**config.mk**
```make
export PLATFORM = sky130hd
export DESIGN_NAME = pc_flow_controller
export DESIGN_NICKNAME = d
export VERILOG_FILES = /design/src/rtl/pc_flow_controller.sv
export SDC_FILE = /design/constraint.sdc
export NUM_CORES = 1
export LEC_CHECK = 0
export CAP_MARGIN = 20
export CORE_MARGIN = 2
export CORE_UTILIZATION = 57
export CTS_BUF_LIST = sky130_fd_sc_hd__clkbuf_4 sky130_fd_sc_hd__clkbuf_8
export DETAILED_ROUTE_END_ITERATION = 7
export PLACE_DENSITY = 0.85
export SETUP_SLACK_MARGIN = 0.2
export SYNTH_ARGS = -nofsm -noshare
export SYNTH_HDL_FRONTEND = slang
export SYNTH_SLANG_ARGS = --single-unit
```
**constraint.sdc**
```tcl
create_clock -name clk -period 7.9 [get_ports clk]
set_input_delay 2.37 -clock clk [delete_from_list [all_inputs] [get_ports clk]]
set_output_delay 2.37 -clock clk [all_outputs]
set_load 0.05 [all_outputs]
```
**src/rtl/pc_flow_controller.sv**
```systemverilog
// Program-counter flow controller: turns step/jump/call/return requests into PC
// counter/load controls and keeps a hardware return-address stack.
module pc_flow_controller #(
    parameter int WIDTH       = 16,
    parameter int STACK_DEPTH = 4,
    localparam int SPW        = $clog2(STACK_DEPTH + 1)
) (
    input  logic             clk,
    input  logic             rst,
    input  logic             clk_en,
    input  logic             i_halt,
    input  logic             i_step,
    input  logic             i_jump,
    input  logic [2:0]       i_cond,
    input  logic             i_call,
    input  logic             i_ret,
    input  logic [WIDTH-1:0] i_target,
    input  logic [WIDTH-1:0] i_pc,
    input  logic             i_zero,
    input  logic             i_sign,
    output logic             o_pc_counter_enable,
    output logic             o_pc_load_enable,
    output logic [WIDTH-1:0] o_pc_load_data,
    output logic             o_busy,
    output logic             o_fault,
    output logic [SPW-1:0]   o_depth
);

    // state  | meaning
    // IDLE   | waiting for a request, PC controls low
    // ISSUE  | PC controls valid, PC consumes them on the next tick
    // RET_RD | return address being read from the stack
    // FAULT  | stack overflow/underflow, held until reset
    typedef enum logic [1:0] {
        IDLE   = 2'd0,
        ISSUE  = 2'd1,
        RET_RD = 2'd2,
        FAULT  = 2'd3
    } state_t;

    localparam int AW = (STACK_DEPTH > 1) ? $clog2(STACK_DEPTH) : 1;

    state_t               state_q, state_d;
    logic [SPW-1:0]       sp_q, sp_d;
    logic                 fault_q, fault_d;
    logic                 cnt_en_q, cnt_en_d;
    logic                 ld_en_q, ld_en_d;
    logic [WIDTH-1:0]     ld_data_q, ld_data_d;
    logic [WIDTH-1:0]     stack_q [STACK_DEPTH];
    logic                 push_en;
    logic [WIDTH-1:0]     push_data;
    logic                 tick;
    logic                 cond_ok;

    assign tick = clk_en && !i_halt;

    always_comb begin
        case (i_cond)
            3'b000:  cond_ok = 1'b1;
            3'b001:  cond_ok = i_zero;
            3'b010:  cond_ok = !i_zero;
            3'b011:  cond_ok = i_sign;
            3'b100:  cond_ok = !i_sign;
            default: cond_ok = 1'b0;
        endcase
    end

    always_comb begin
        state_d   = state_q;
        sp_d      = sp_q;
        fault_d   = fault_q;
        cnt_en_d  = cnt_en_q;
        ld_en_d   = ld_en_q;
        ld_data_d = ld_data_q;
        push_en   = 1'b0;
        push_data = i_pc + WIDTH'(1);
        if (tick) begin
            case (state_q)
                IDLE: begin
                    cnt_en_d  = 1'b0;
                    ld_en_d   = 1'b0;
                    ld_data_d = '0;
                    if (i_ret) begin
                        if (sp_q == '0) begin
                            fault_d = 1'b1;
                            state_d = FAULT;
                        end else begin
                            sp_d    = sp_q - SPW'(1);
                            state_d = RET_RD;
                        end
                    end else if (i_call) begin
                        if (sp_q == SPW'(STACK_DEPTH)) begin
                            fault_d = 1'b1;
                            state_d = FAULT;
                        end else begin
                            push_en   = 1'b1;
                            sp_d      = sp_q + SPW'(1);
                            ld_en_d   = 1'b1;
                            ld_data_d = i_target;
                            state_d   = ISSUE;
                        end
                    end else if (i_jump) begin
                        if (cond_ok) begin
                            ld_en_d   = 1'b1;
                            ld_data_d = i_target;
                        end else begin
                            cnt_en_d = 1'b1;
                        end
                        state_d = ISSUE;
                    end else if (i_step) begin
                        cnt_en_d = 1'b1;
                        state_d  = ISSUE;
                    end
                end
                RET_RD: begin
                    // sp was already decremented on accept, so it points at the top entry
                    ld_en_d   = 1'b1;
                    ld_data_d = stack_q[sp_q[AW-1:0]];
                    state_d   = ISSUE;
                end
                ISSUE: begin
                    cnt_en_d  = 1'b0;
                    ld_en_d   = 1'b0;
                    ld_data_d = '0;
                    state_d   = IDLE;
                end
                default: begin
                    cnt_en_d  = 1'b0;
                    ld_en_d   = 1'b0;
                    ld_data_d = '0;
                end
            endcase
        end
    end

    always_ff @(posedge clk) begin
        if (rst) begin
            state_q   <= IDLE;
            sp_q      <= '0;
            fault_q   <= 1'b0;
            cnt_en_q  <= 1'b0;
            ld_en_q   <= 1'b0;
            ld_data_q <= '0;
        end else begin
            state_q   <= state_d;
            sp_q      <= sp_d;
            fault_q   <= fault_d;
            cnt_en_q  <= cnt_en_d;
            ld_en_q   <= ld_en_d;
            ld_data_q <= ld_data_d;
        end
    end

    // Stack RAM is deliberately not reset; sp alone defines what is valid.
    always_ff @(posedge clk) begin
        if (!rst && push_en) begin
            stack_q[sp_q[AW-1:0]] <= push_data;
        end
    end

    assign o_pc_counter_enable = cnt_en_q;
    assign o_pc_load_enable    = ld_en_q;
    assign o_pc_load_data      = ld_data_q;
    assign o_busy              = (state_q != IDLE);
    assign o_fault             = fault_q;
    assign o_depth             = sp_q;

endmodule
```
==> qor.json <==
{
  "drt": {
    "drt_pre_antenna_iters": 5,
    "routed_wl_mm": 7.91,
    "drtIter0Drc": 200,
    "post_drt_wl_per_cell_um": 18.7,
    "final_antenna_net_count": 0,
    "route.detailed.vias_per_inst": 6.09,
    "routed-via-count": 2582,
    "post-route-drc-count": 0
  },
  "yosys": {
    "syn-mean-instance-area_um2": 14.5,
    "synth_top_flop_cell": "edfxtp_1",
    "synth_async_sr_flop_share": 0,
    "syn_inst": 271,
    "synth-seq-area-share": 0.623,
    "netlist-cell-type-count": 42,
    "post_synthesis_cell_area_um2": 3920,
    "number_of_synthesis_warnings": 0,
    "synth.net_count": 320,
    "yosys_register_bits": 90,
    "edff_count_synth": 64
  },
  "global_route": {
    "maximum_number_of_pins_on_one_net_before_global_route_repair": 20,
    "grt_pass1_wl_mm": 11.9,
    "gr-usage-met2": 0.344,
    "gr-total-overflow": 0,
    "grt.total_usage": 0.210,
    "grt_pass1_vias": 2406,
    "global_route.peak_usage_layer": "met2",
    "gr-usage-met3": 0.0559,
    "initial_antenna_violation_count": 0,
    "grt_use_met1": 0.274
  },
  "clock_tree": {
    "cts.clk_slew.worst_paths_ns": 0.08,
    "cells_resized_by_post_cts_repair": 0,
    "clock_tree_root": "clkbuf_8",
    "cts_inserted_buffers": 9,
    "clock-sinks": 90,
    "hold_buffers": 0,
    "insertion_delay_ns": 0.35,
    "htree_num_levels": 3,
    "postCtsSetupRepairBufs": 0,
    "tritoncts": "built",
    "max-clock-path-buffers": 2
  },
  "critical_path": {
    "ff2ff_setup_slack_ns": 5.20,
    "required_ns": 7.93,
    "crit_path_end_kind": "register",
    "cp_max_fo": 19,
    "critPathKind": "in -> reg",
    "cpMaxStageDelayCell": "nor4_4",
    "critical_path.top_delay_family": "simple AND/OR/NAND/NOR gates",
    "timing.critical_path.from_type": "primary input",
    "cp_slowest_stage_delay_ns": 0.87,
    "critical_path.n_buffers_inverters": 2,
    "worst-endpoint-arrival_ns": 4.74,
    "timing.critical_path.cells": "clkdlybuf4s50_1, nor4_4, nand2_1, nor4_2, buf_4"
  },
  "cells_and_area": {
    "final_nets": 388,
    "multiInputGateArea_um2": 1380,
    "layout.area.seq_um2": 2440,
    "diodes": 0,
    "fillerInstances": 427,
    "syn_to_final_growth_pct": 24.0,
    "finalInstanceArea_um2": 4860,
    "layout_cells_sized_above_1": 0.0988
  },
  "timing": {
    "fin_crit_sh": 0.596,
    "max-slew-margin-rel": 0.288,
    "timing.final.hold_violations": 0,
    "max_freq_mhz": 212,
    "timing.final.setup_violations": 0,
    "max_slew.worst_pin.slew_ns": 1.06,
    "final_critical_delay_including_setup_and_external_delays_ns": 4.71,
    "finalSetupTns_ns": 0,
    "skew_ns": 0.0148,
    "timing_max_transition_violations_final": 0,
    "grt_setup_unrepaired": "false"
  },
  "die": {
    "die_h_um": 87.0,
    "starting_density": 0.584,
    "ios": 68,
    "die-area_um2": 7560,
    "dieWidth_um": 87.0,
    "core.rowCount": 30,
    "core_region_area_um2": 6720
  },
  "placed_design": {
    "placement.cell_area_um2": 4650,
    "gp_congestion": 0.755,
    "placed_wire_length_estimate_mm": 5.49,
    "port_buffers": 67
  },
  "pwr": {
    "cellLeakagePower_nw": 1.57,
    "power.density_nw_per_um2": 195,
    "vdd_ir_drop_max_mv": 0.0968
  },
  "status": {
    "status": "completed"
  },
  "hold_path": {
    "hold_path.class": "reg -> reg"
  },
  "job": {
    "cap_viol_max_count": 0
  }
}
## registers in the layout, indices dropped and copies added, names as in the netlist, named ones only
signal and flops:
o_depth 3, stack_q 64, state_q 2, o_pc_load_data 16
o_pc_counter_enable 1, o_pc_load_enable 1, o_fault 1
## synthesized netlist by cell type, types with 4 or more instances
cell type | count | area share
edfxtp_1 | 64 | 0.49
dfxtp_1 | 26 | 0.13
nand3_1 | 25 | 0.032
a22oi_1 | 16 | 0.031
mux4_1 | 16 | 0.11
o21ai_0 | 12 | 0.015
nor2_1 | 10 | 0.0096
o21ai_1 | 10 | 0.013
nand2_1 | 9 | 0.0086
xnor2_1 | 9 | 0.020
a21oi_1 | 7 | 0.0089
buf_2 | 7 | 0.0089
inv_1 | 6 | 0.0057
xor2_1 | 6 | 0.013
nor3_1 | 5 | 0.0064
clkbuf_1 | 4 | 0.0038
## worst reg2reg max path: stages, from the launching register on
cell and delay [ns]:
dfxtp_1 0.32, inv_1 0.08, ha_1 0.21, inv_2 0.08
nor4_4 0.83, nand2_1 0.32, nor4_2 0.22, buf_4 0.30
## power by group
| part | switching [mW] | leakage [nW] | internal, mW | total [mW] |
|---|---|---|---|---|
| sequential | 0.00823 | 0.786 | 0.512 | 0.521 |
| clock | 0.160 | 0.108 | 0.161 | 0.321 |
| combinational | 0.0569 | 0.680 | 0.0490 | 0.106 |
## cell type report
class / instances / share of cell area
clock inverter: 5 / 0.0126
tap: 80 / 0.0206
timing repair buffer: 72 / 0.146
multi-input combinational: 159 / 0.284
sequential: 90 / 0.502
clock buffer: 11 / 0.0298
inverter: 7 / 0.00540
## placed cells by master (no fill, tap or decap), drive strengths merged, types with 6 or more instances in the layout
cell type / instances
a22oi: 16
nand3: 25
clkdlybuf4s50: 67
dfxtp: 26
inv: 9
xor2: 6
o21ai: 22
mux4: 16
xnor2: 9
edfxtp: 64
nor3: 7
nand2: 9
nor2: 10
clkbuf: 11
a21oi: 7
## routing by layer
layer,wire length [µm],part of all wire,vias to the layer above
met1,3220,0.41,1274
met4,63,0.0080,0
met3,546,0.069,8
met5,0,0,-
li1,-,-,1202
met2,4080,0.52,98
## stage by stage
stage	utilization	worst slack, ns	cells	hold slack [ns]	total power [mW]
2_1_floorplan	-	3.16	271	0.460	0.590
3_3_place_gp	0.692	2.96	407	0.458	0.633
3_5_place_dp	0.692	2.84	407	0.469	0.636
4_1_cts	0.723	3.20	423	0.490	0.950
5_1_grt	0.724	2.98	424	0.511	0.977
6_report	0.724	3.19	424	0.475	0.947
## logic make-up (layout without fill, tap and decap cells)
kind of cell             count (synthesis)  in the layout  share of synthesized area
adder cells (fa/ha/maj)                  4              4                     0.0147
AND/OR/NAND/NOR                         69             69                      0.103
flip-flops                              90             90                      0.623
buffers and inverters                   22             95                     0.0293
multiplexers                            19             19                      0.115
AO/OA/AOI/OAI                           52             52                     0.0820
XOR/XNOR                                15             15                     0.0335
## path summary, 6_finish.rpt
check / startpoint / end / depth (start not counted)
max: rst / stack_q[0][1]$_DFFE_PP_ / 5
min: o_fault$_SDFFE_PP0P_ / o_fault$_SDFFE_PP0P_ / 2
max reg2reg: state_q[0]$_SDFFE_PP0P_ / stack_q[0][1]$_DFFE_PP_ / 7
min reg2reg: o_fault$_SDFFE_PP0P_ / o_fault$_SDFFE_PP0P_ / 2
(Power assumes the default switching activity.)
